--- src/rtl/imem_boot_loader_if.sv ---
// Byte-stream input and instruction-memory write port of the boot loader.
// The loader takes the master modport; the stream source / memory model takes the slave modport.
interface imem_boot_loader_if #(
   parameter int ADDR_W = 14
);
   logic [7:0]        s_data;
   logic              s_valid;
   logic              s_ready;
   logic [ADDR_W-1:0] imem_addr;
   logic              imem_wr_en;
   logic [31:0]       imem_data;

   modport master (
      input  s_data, s_valid,
      output s_ready, imem_addr, imem_wr_en, imem_data
   );

   modport slave (
      output s_data, s_valid,
      input  s_ready, imem_addr, imem_wr_en, imem_data
   );
endinterface

--- src/rtl/imem_boot_loader.sv ---
// Loads a length-prefixed little-endian byte stream into instruction memory
// and holds the core stalled until the load completes.
module imem_boot_loader #(
   parameter int                ADDR_W    = 14,
   parameter logic [ADDR_W-1:0] BASE_ADDR = '0
) (
   input  logic                clk,
   input  logic                rst,
   imem_boot_loader_if.master  bus,
   input  logic                start,
   output logic                core_hold,
   output logic                done,
   output logic                err,
   output logic [12:0]         words_loaded
);

   typedef enum logic [2:0] {HDR_LO, HDR_HI, LOAD, WRITE, DONE, ERR} state_t;

   state_t            state_q, state_d;
   logic [12:0]       n_q, n_d;
   logic [12:0]       wl_q, wl_d;
   logic [1:0]        k_q, k_d;
   logic [23:0]       asm_q, asm_d;
   logic              ready_q, ready_d;
   logic              wr_q, wr_d;
   logic [ADDR_W-1:0] addr_q, addr_d;
   logic [31:0]       data_q, data_d;

   logic              xfer;
   logic [12:0]       n_hdr;

   // ready is a register, so a transfer depends only on state and s_valid
   assign xfer  = bus.s_valid & ready_q;
   assign n_hdr = {bus.s_data[4:0], n_q[7:0]};

   always_ff @(posedge clk or posedge rst) begin
      if (rst) begin
         state_q <= HDR_LO;
         n_q     <= '0;
         wl_q    <= '0;
         k_q     <= '0;
         asm_q   <= '0;
         ready_q <= 1'b0;
         wr_q    <= 1'b0;
         addr_q  <= BASE_ADDR;
         data_q  <= '0;
      end else begin
         state_q <= state_d;
         n_q     <= n_d;
         wl_q    <= wl_d;
         k_q     <= k_d;
         asm_q   <= asm_d;
         ready_q <= ready_d;
         wr_q    <= wr_d;
         addr_q  <= addr_d;
         data_q  <= data_d;
      end
   end

   always_comb begin
      state_d = state_q;
      n_d     = n_q;
      wl_d    = wl_q;
      k_d     = k_q;
      asm_d   = asm_q;
      wr_d    = 1'b0;
      addr_d  = addr_q;
      data_d  = data_q;

      case (state_q)
         HDR_LO: begin
            if (xfer) begin
               n_d     = {5'd0, bus.s_data};
               state_d = HDR_HI;
            end
         end

         HDR_HI: begin
            if (xfer) begin
               n_d = n_hdr;
               k_d = '0;
               if (n_hdr == 13'd0)         state_d = DONE;
               else if (n_hdr > 13'd4096)  state_d = ERR;
               else                        state_d = LOAD;
            end
         end

         LOAD: begin
            if (xfer) begin
               if (k_q == 2'd3) begin
                  // last byte goes straight into the output word; no fourth assembly byte needed
                  state_d = WRITE;
                  wr_d    = 1'b1;
                  data_d  = {bus.s_data, asm_q};
                  addr_d  = BASE_ADDR + ADDR_W'({wl_q, 2'b00});
                  k_d     = '0;
               end else begin
                  case (k_q)
                     2'd0:    asm_d[7:0]   = bus.s_data;
                     2'd1:    asm_d[15:8]  = bus.s_data;
                     default: asm_d[23:16] = bus.s_data;
                  endcase
                  k_d = k_q + 2'd1;
               end
            end
         end

         WRITE: begin
            wl_d    = wl_q + 13'd1;
            state_d = (wl_q + 13'd1 == n_q) ? DONE : LOAD;
         end

         DONE, ERR: begin
            if (start) begin
               wl_d    = '0;
               k_d     = '0;
               n_d     = '0;
               state_d = HDR_LO;
            end
         end

         default: state_d = HDR_LO;
      endcase

      ready_d = (state_d == HDR_LO) || (state_d == HDR_HI) || (state_d == LOAD);
   end

   assign bus.s_ready    = ready_q;
   assign bus.imem_wr_en = wr_q;
   assign bus.imem_addr  = addr_q;
   assign bus.imem_data  = data_q;

   assign core_hold    = (state_q != DONE);
   assign done         = (state_q == DONE);
   assign err          = (state_q == ERR);
   assign words_loaded = wl_q;

endmodule

--- src/flat_wrapper.sv ---
// flat-port wrapper written by rule: the top's interface ports become plain ports
module imem_boot_loader_flat 
#(
   parameter int                ADDR_W    = 14,
   parameter logic [ADDR_W-1:0] BASE_ADDR = '0
)
  (clk, rst, start, core_hold, done, err, words_loaded, bus_s_data, bus_s_valid, bus_s_ready, bus_imem_addr, bus_imem_wr_en, bus_imem_data);
  imem_boot_loader_if #(.ADDR_W(ADDR_W)) bus_i ();
  input  logic clk;
  input  logic rst;
  input  logic start;
  output logic core_hold;
  output logic done;
  output logic err;
  output logic [12:0] words_loaded;
  input wire logic [$bits(bus_i.s_data)-1:0] bus_s_data;
  input wire logic [$bits(bus_i.s_valid)-1:0] bus_s_valid;
  output wire logic [$bits(bus_i.s_ready)-1:0] bus_s_ready;
  output wire logic [$bits(bus_i.imem_addr)-1:0] bus_imem_addr;
  output wire logic [$bits(bus_i.imem_wr_en)-1:0] bus_imem_wr_en;
  output wire logic [$bits(bus_i.imem_data)-1:0] bus_imem_data;
  assign bus_i.s_data = bus_s_data;
  assign bus_i.s_valid = bus_s_valid;
  assign bus_s_ready = bus_i.s_ready;
  assign bus_imem_addr = bus_i.imem_addr;
  assign bus_imem_wr_en = bus_i.imem_wr_en;
  assign bus_imem_data = bus_i.imem_data;
  imem_boot_loader #(.ADDR_W(ADDR_W), .BASE_ADDR(BASE_ADDR)) u_core (.clk(clk), .rst(rst), .bus(bus_i), .start(start), .core_hold(core_hold), .done(done), .err(err), .words_loaded(words_loaded));
endmodule
--- config.mk ---
export PLATFORM = sky130hd
export DESIGN_NAME = imem_boot_loader_flat
export DESIGN_NICKNAME = d
export VERILOG_FILES = /design/src/rtl/imem_boot_loader_if.sv /design/src/rtl/imem_boot_loader.sv /design/src/flat_wrapper.sv
export SDC_FILE = /design/constraint.sdc
export NUM_CORES = 1
export LEC_CHECK = 0
export ABC_AREA = 1
export BUFFER_PORTS_ARGS = -buffer_cell sky130_fd_sc_hd__buf_2
export CAP_MARGIN = 0
export CORE_MARGIN = 3
export CORE_UTILIZATION = 45
export DETAILED_ROUTE_END_ITERATION = 6
export PLACE_DENSITY = 0.66
export SYNTH_ARGS = -nofsm -noshare
export SYNTH_HDL_FRONTEND = slang
export SYNTH_SLANG_ARGS = --single-unit
--- constraint.sdc ---
create_clock -name clk -period 7.75 [get_ports clk]
set_clock_uncertainty 0.1 [all_clocks]
set_input_delay 0.3875 -clock clk [delete_from_list [all_inputs] [get_ports clk]]
set_output_delay 0.3875 -clock clk [all_outputs]
set_load 0.02 [all_outputs]
==> Flow_metrics.wiki, run 1 <==
{| class="wikitable"
! Metric !! Value
|-
| Outcome || complete, no violations
|-
| Cell type with the highest occurrence count on the critical path || inv_2
|-
| Number of synthesized flops with an enable pin || 0
|-
| Fin. Hold Viols || 0
|-
| Routed len/inst || about 14 um
|-
| Source of the worst register-to-register timing path || u_core.state_q[2]$_DFF_PP0_
|-
| Synthesis-stage register bit count || 101
|-
| Reg-to-reg critical path endpoint || u_core.bus.imem_addr[6]$_DFFE_PP0P_
|-
| Data arrival time of the worst path || approximately 2.4 ns
|-
| Crit start category || register
|-
| Total of buffers placed on input and output ports || 73
|-
| Required time worst endpoint || ~8 ns
|-
| Count of buffer and inverter cells on the critical path || 3
|-
| Async set-reset flop share out of synthesis || 100%
|-
| Combined area of all synthesized cells || 4540 um2
|-
| Kind of cell with the highest combined delay on the critical path || simple AND/OR/NAND/NOR gates
|-
| CP Max Fanout || 64
|-
| Max-capacitance violation count || 0
|-
| Final Util || 53.4%
|-
| Slowest cell on the critical path || dfrtp_1
|-
| Worst hold path class || in -> reg
|-
| Total global routing overflow || 0
|-
| Post-route setup TNS || 0 ns
|-
| Number of different library cells in the post-synthesis netlist || 25
|-
| Vias || around 3800
|-
| Tightest slew margin relative to the limit || approximately 36%
|-
| Capturing element type of the critical path || register
|-
| Unrepaired setup endpoints after global routing || false
|-
| CP endpoint || u_core.bus.imem_addr[6]$_DFFE_PP0P_
|-
| Clock Path Buffers || 2
|-
| Number of setup violations in the final report || 0
|-
| Nets || ~630
|-
| Post-CTS setup buffer count || 0
|-
| Cell count after synthesis || 544
|-
| Area of the die || between 10000 and 15000 um2
|-
| Max VDD drop || between 0.1 and 0.15 mV
|-
| Critical path type || reg -> reg
|-
| HPWL after detailed placement || around 7500 um
|-
| Post-Synthesis Mean Instance Area || between 8 and 9 um2
|-
| RePlAce Congestion || ~0.89
|-
| Fin crit share || between 20 and 30%
|-
| Pin count of the biggest net entering global routing || 65
|-
| Power density over the cells || between 300 and 400 nW/um2
|-
| Clock latency on the worst-skew pair || around 0.37 ns
|-
| Floorplan Core Area || around 9800 um2
|-
| Leading register cell type out of synthesis || dfrtp_1
|-
| TritonCTS clock tree || built
|-
| Initial cell density of the core || between 40 and 50%
|-
| Final min period || around 2.3 ns
|-
| Post-CTS sizing || 0
|-
| Synth area leaders || dfrtp_1 56%, nand2_1 16%, o21ai_0 5.7%
|-
| Number of hold buffers added after CTS || 1
|-
| # H-tree levels || 3
|-
| Top achievable clock speed || around 440 MHz
|-
| Hold Worst Slack || ~0.18 ns
|-
| Clk slew on worst S/H paths || around 0.10 ns
|-
| Longest individual stage delay on the worst path || around 0.47 ns
|-
| Sinks on the clock net || around 100
|-
| Critical path depth || 8
|-
| Yosys warnings || 0
|-
| Antenna diode count || 0
|-
| Number of buffers created by CTS || 9
|-
| Layout cells sized above 1 || between 10% and 20%
|-
| Area share of the largest cell type after synthesis || a little under three fifths
|-
| Post-detailed-route DRC marker count || 0
|-
| Ordered list of cells on the worst path || nor3_2, inv_2, nor2_4, inv_2, nor2_8, inv_2, nand2_1, o21ai_0
|-
| Final WL || 10600 um
|-
| Synthesis-to-layout area growth || 15.0%
|-
| Antenna violations before repair || 0
|-
| Global-route wire length before repair || 17700 um
|-
| Number of placement rows || 36
|-
| Sequential cell area fraction in the yosys report || between 50% and 60%
|-
| Library cell used as clock root buffer || clkbuf_8
|-
| Worst-Margin Slew || around 0.96 ns
|-
| Most area-hungry cell type in the Yosys netlist || dfrtp_1
|-
| Die X || ~110 um
|-
| Pins Over Slew Limit || 0
|-
| Die height || 106 um
|-
| Antenna viol nets, final || 0
|-
| Via count normalized by instance count || about 5.1
|-
| GRT Resource Usage Total || between 10% and 20%
|-
| Startpoint of the most critical setup path || u_core.state_q[2]$_DFF_PP0_
|-
| Number of cells on the worst reg-to-reg path || 8
|-
| Number of global-route vias before repair || between 3000 and 4000
|-
| Drt first pass iters || 5
|-
| Number of top-level pins || 76
|-
| Leakage power || ~2.8 nW
|-
| Reg-to-reg slack, setup || between 5 and 6 ns
|-
| Number of design-rule violations left by the first detailed-router iteration || around 270
|}
## Yosys cell counts (4+ instances only)
library cell,number
nand3_1,45
o21ai_1,18
o21ai_0,52
nand4_1,10
inv_1,54
o22ai_1,5
inv_2,4
buf_2,11
a21oi_1,4
ha_1,5
dfrtp_1,101
nand2_1,192
nor2_1,21
## metrics by stage
step	total power, W	instances	setup slack, ns	cell area (um2)
2_1_floorplan	0.00112	545	4.62	4540
3_3_place_gp	0.00126	737	5.49	5010
3_5_place_dp	0.00127	738	5.47	5010
4_1_cts	0.00162	755	5.45	5220
5_1_grt	0.00173	755	5.14	5220
6_report	0.00161	755	5.47	5220
## power breakdown
group          leakage, nW  switching [W]  internal, W
sequential            1.36      0.0000916     0.000656
clock               0.0948       0.000189     0.000152
combinational         1.32       0.000353     0.000168
## tightest hold or removal path, cell delays in order
cell	delay, ns
buf_2	0.10
nand3_1	0.06
o21ai_0	0.06
## layout by cell type, fill, tap and decap left out, drive strengths merged
cell type and instances:
nand4 10, o311ai 1, dlygate4sd3 1, nor2 27, o21ai 70, nand2 194
clkinv 1, clkbuf 10, conb 2, inv 60, bufinv 1, a22o 1
dfrtp 101, a21oi 4, buf 76, clkinvlp 2, o22ai 5, nand3 45
ha 5, nor3 6
## final cells by class
cell class | count | area (um2)
multi-input cells | 370 | 1710
clock buffers | 10 | 128
well taps | 133 | 166
fillers | 919 | 4560
repair buffers | 77 | 395
flip-flops and latches | 101 | 2530
clock inverters | 6 | 70.1
inverters | 58 | 220
## sequential cells by signal, indices dropped and copies added, names as in the netlist
register and count:
u_core.words_loaded 13, u_core.state_q 3, u_core.bus.imem_data 32, u_core.k_q 2, u_core.bus.imem_wr_en 1, u_core.bus.imem_addr 12, u_core.n_q 13, u_core.asm_q 24
u_core.bus.s_ready 1
## per-layer routing
metal / wire length, um / vias to the layer above / GRT usage (%)
li1: - / 1884 / -
met1: 4990 / 1791 / 28.4
met2: 4760 / 122 / 29.6
met3: 641 / 17 / 4.37
met4: 196 / 0 / 7.67
met5: 0 / - / 0
## worst min-delay path by stage
stage	start	endpoint	slack (ns)	cells past startpoint
finish	bus_s_data[5]	u_core.n_q[5]$_DFFE_PP0P_	0.18	3
global route	bus_s_data[7]	u_core.n_q[7]$_DFFE_PP0P_	0.19	3
CTS	bus_s_data[5]	u_core.n_q[5]$_DFFE_PP0P_	0.16	3
detailed placement	u_core.bus.imem_data[20]$_DFFE_PP0P_	u_core.bus.imem_data[20]$_DFFE_PP0P_	0.35	2
global placement	u_core.bus.imem_data[20]$_DFFE_PP0P_	u_core.bus.imem_data[20]$_DFFE_PP0P_	0.36	2
floorplan	u_core.asm_q[10]$_DFFE_PP0P_	u_core.bus.imem_data[10]$_DFFE_PP0P_	0.35	2
## cell families after synthesis
kind of cell	Yosys count	share of synthesized area [%]
AO/OA/AOI/OAI	81	9.24
flip-flops	101	55.7
buffers and inverters	74	6.67
adder cells (fa/ha/maj)	5	1.38
AND/OR/NAND/NOR	282	26.9
other	1	0.0826
(Power assumes the default switching activity.)
==> run 2, diff against run 1 <==
--- a/config.mk
+++ b/config.mk
@@ -11,7 +11,7 @@
 export CORE_MARGIN = 3
 export CORE_UTILIZATION = 45
 export DETAILED_ROUTE_END_ITERATION = 6
-export PLACE_DENSITY = 0.66
+export PLACE_DENSITY = 0.69
 export SYNTH_ARGS = -nofsm -noshare
 export SYNTH_HDL_FRONTEND = slang
 export SYNTH_SLANG_ARGS = --single-unit
==> constraint.sdc (replaced) <==
create_clock -name clk -period 1.99 [get_ports clk]
set_clock_uncertainty 0.1 [all_clocks]
set_input_delay 0.0995 -clock clk [delete_from_list [all_inputs] [get_ports clk]]
set_output_delay 0.0995 -clock clk [all_outputs]
set_load 0.02 [all_outputs]
==> Flow_metrics.wiki, run 2 (same netlist as run 1, synthesis figures left out) <==
{| class="wikitable"
! Metric !! Value
|-
| Outcome || complete, no violations
|-
| Max-capacitance violation count || 0
|-
| Pin count of the biggest net entering global routing || just under 70
|-
| Final standard cell count with taps included and fillers excluded || around 780
|-
| Antenna viol nets, final || 0
|-
| Leading cell types in the layout, fill and taps excluded || 190 x nand2_1, 98 x dfrtp_1, 73 x buf_2
|-
| Area of the die || 11300 um2
|-
| Switching fraction of total power || about 40%
|-
| Post-route setup TNS || 0 ns
|-
| Share of total power in sequential cells || a little under half
|-
| Leading cell type in the layout, fill and taps excluded || nand2_1
|-
| Antenna violations before repair || 0
|-
| Crit start category || register
|-
| GRT Resource Usage Total || a little over 20%
|-
| Post-detailed-route DRC marker count || 0
|-
| Clock latency on the worst-skew pair || between 0.3 and 0.4 ns
|-
| Sinks on the clock net || 101
|-
| Capturing element type of the critical path || register
|-
| Net switching component of the power || roughly 0.0026 W
|-
| Tightest slew margin relative to the limit || ~66%
|-
| Data arrival time of the worst path || roughly 2 ns
|-
| Antenna diode count || 0
|-
| Total of buffers placed on input and output ports || 73
|-
| Global-route wire length before repair || about 19000 um
|-
| Number of top-level pins || 76
|-
| Library cell used as clock root buffer || clkbuf_8
|-
| Max VDD drop || between 0.5 and 0.6 mV
|-
| Number of design-rule violations left by the first detailed-router iteration || 281
|-
| Die height || approximately 110 um
|-
| Nets || around 660
|-
| CP Max Fanout || 5
|-
| Fin crit share || roughly 93%
|-
| Number of placement rows || 36
|-
| Leakage power || ~2.9 nW
|-
| Top achievable clock speed || ~540 MHz
|-
| Final Instance Area || 5480 um2
|-
| Met2 track utilization from global routing || around a third
|-
| Vias || 4002
|-
| Proportion of power drawn by the clock network || around a fifth
|-
| Unrepaired setup endpoints after global routing || true
|-
| Floorplan Core Area || 9770 um2
|-
| Final min period || roughly 1.9 ns
|-
| Final Util || 56.1%
|-
| Clock Path Buffers || 2
|-
| Layout cells sized above 1 || 20.6%
|-
| RePlAce Congestion || roughly 0.9
|-
| Initial cell density of the core || about 46%
|-
| Placement Cell Area || a little over 5000 um2
|-
| Drt first pass iters || 4
|-
| Final WL || 11100 um
|-
| Total global routing overflow || 0
|-
| Startpoint of the most critical setup path || u_core.words_loaded[0]$_DFFE_PP0P_
|-
| Power consumption || around 0.0064 W
|-
| Worst-Margin Slew || roughly 0.51 ns
|-
| Fin. Hold Viols || 0
|-
| Met1 track utilization from global routing || 29.3%
|-
| # H-tree levels || 3
|-
| Global routing met3 resource utilization || a little under 4%
|-
| Comb power frac || 34.8%
|-
| Hold Crit Start || bus_s_valid
|-
| Source of the worst register-to-register timing path || u_core.words_loaded[0]$_DFFE_PP0P_
|-
| Cell internal power dissipation || roughly 0.0039 W
|-
| Clk slew on worst S/H paths || roughly 0.10 ns
|-
| Worst hold path class || in -> reg
|-
| Die X || 106 um
|-
| Number of global-route vias before repair || between 3000 and 4000
|-
| TritonCTS clock tree || built
|-
| Inst Count DP || between 700 and 800
|-
| HPWL after detailed placement || slightly below 8000 um
|-
| Routing layer with the top usage in global route || met2
|-
| Pins Over Slew Limit || 0
|-
| Critical path type || reg -> reg
|-
| Number of flip-flops in the largest register || 32
|-
| Routed len/inst || about 14 um
|-
| Via count normalized by instance count || approximately 5.1
|-
| Number of setup violations in the final report || 0
|-
| Synthesis-to-layout area growth || 20.8%
|-
| Power density over the cells || 1170 nW/um2
|-
| Required time worst endpoint || between 2 and 2.5 ns
|-
| Number of buffers created by CTS || 9
|}
==> run 2: changes by cell type in the layout (fill, tap and decap cells not counted), moves of 2 or more <==
cell           before  now
nor2_4              3    6
dlygate4sd3_1       1   10
nor2_1             21   19
dfrtp_2             0    3
dfrtp_1           101   98
buf_4               2   14
nand2_1           192  190
clkinvlp_4          2    4
buf_12              0    2
==> run 2: worst paths after layout <==
check                                                 endpoint  slack (ns)  depth (start not counted)
max                               u_core.bus.s_ready$_DFF_PP0_        0.13                         12
min                                u_core.state_q[0]$_DFF_PP0_        0.15                          3
max reg2reg                       u_core.bus.s_ready$_DFF_PP0_        0.13                         12
min reg2reg                u_core.bus.imem_data[6]$_DFFE_PP0P_        0.37                          2
max in group asynchronous          u_core.state_q[2]$_DFF_PP0_        1.19                          4
min in group asynchronous   u_core.words_loaded[1]$_DFFE_PP0P_        0.25                          4
==> run 2: per-stage QoR <==
stage	hold slack (ns)	worst slack, ns
2_1_floorplan	0.120	0.0769
3_3_place_gp	0.130	0.0948
3_5_place_dp	0.141	-0.0654
4_1_cts	0.142	0.00763
5_1_grt	0.166	-0.0239
6_report	0.149	0.132
==> run 2: layout make-up <==
cell class                 instances  area, um2
fill                             918       4290
tap                              133        166
clock inverter                     5       42.5
sequential                       101       2530
clock buffer                      11        141
inverter                          58        221
timing repair buffer              99        611
multi-input combinational        371       1770
==> run 2: what timing repair did <==
item                       CTS  global route
hold buffers                10             0
cloned                       1             0
setup buffers                0             5
hold endpoints to repair   119             0
gates resized for setup      2            15
setup endpoints to repair    2            15
pin swaps                    1             6
==> run 2: layer usage <==
layer	vias to the layer above	share of wire, %
li1	1941	-
met3	16	5.4
met1	1917	47
met4	0	1.6
met2	128	46
met5	-	0
==> run 2: power by group through the flow <==
stage	registers (W)	logic (W)	clock network [W]
after CTS	0.00291	0.00209	0.00127
after detailed placement	0.00294	0.00206	0
after global routing	0.00299	0.00250	0.00136
final	0.00293	0.00223	0.00125
after global placement	0.00293	0.00200	0
after floorplan	0.00306	0.00131	0
==> run 2: worst max-delay path, cell delays in order, from the launching register on <==
cell and delay (ns):
dfrtp_1 0.44, ha_4 0.19, nand2_4 0.08, nor2_4 0.15
nand3_1 0.13, nand3_1 0.13, nand2_1 0.06, nor2_1 0.08
nand2_1 0.06, nor2_1 0.12, nand3_1 0.09, nand2_1 0.08
nor2_1 0.04
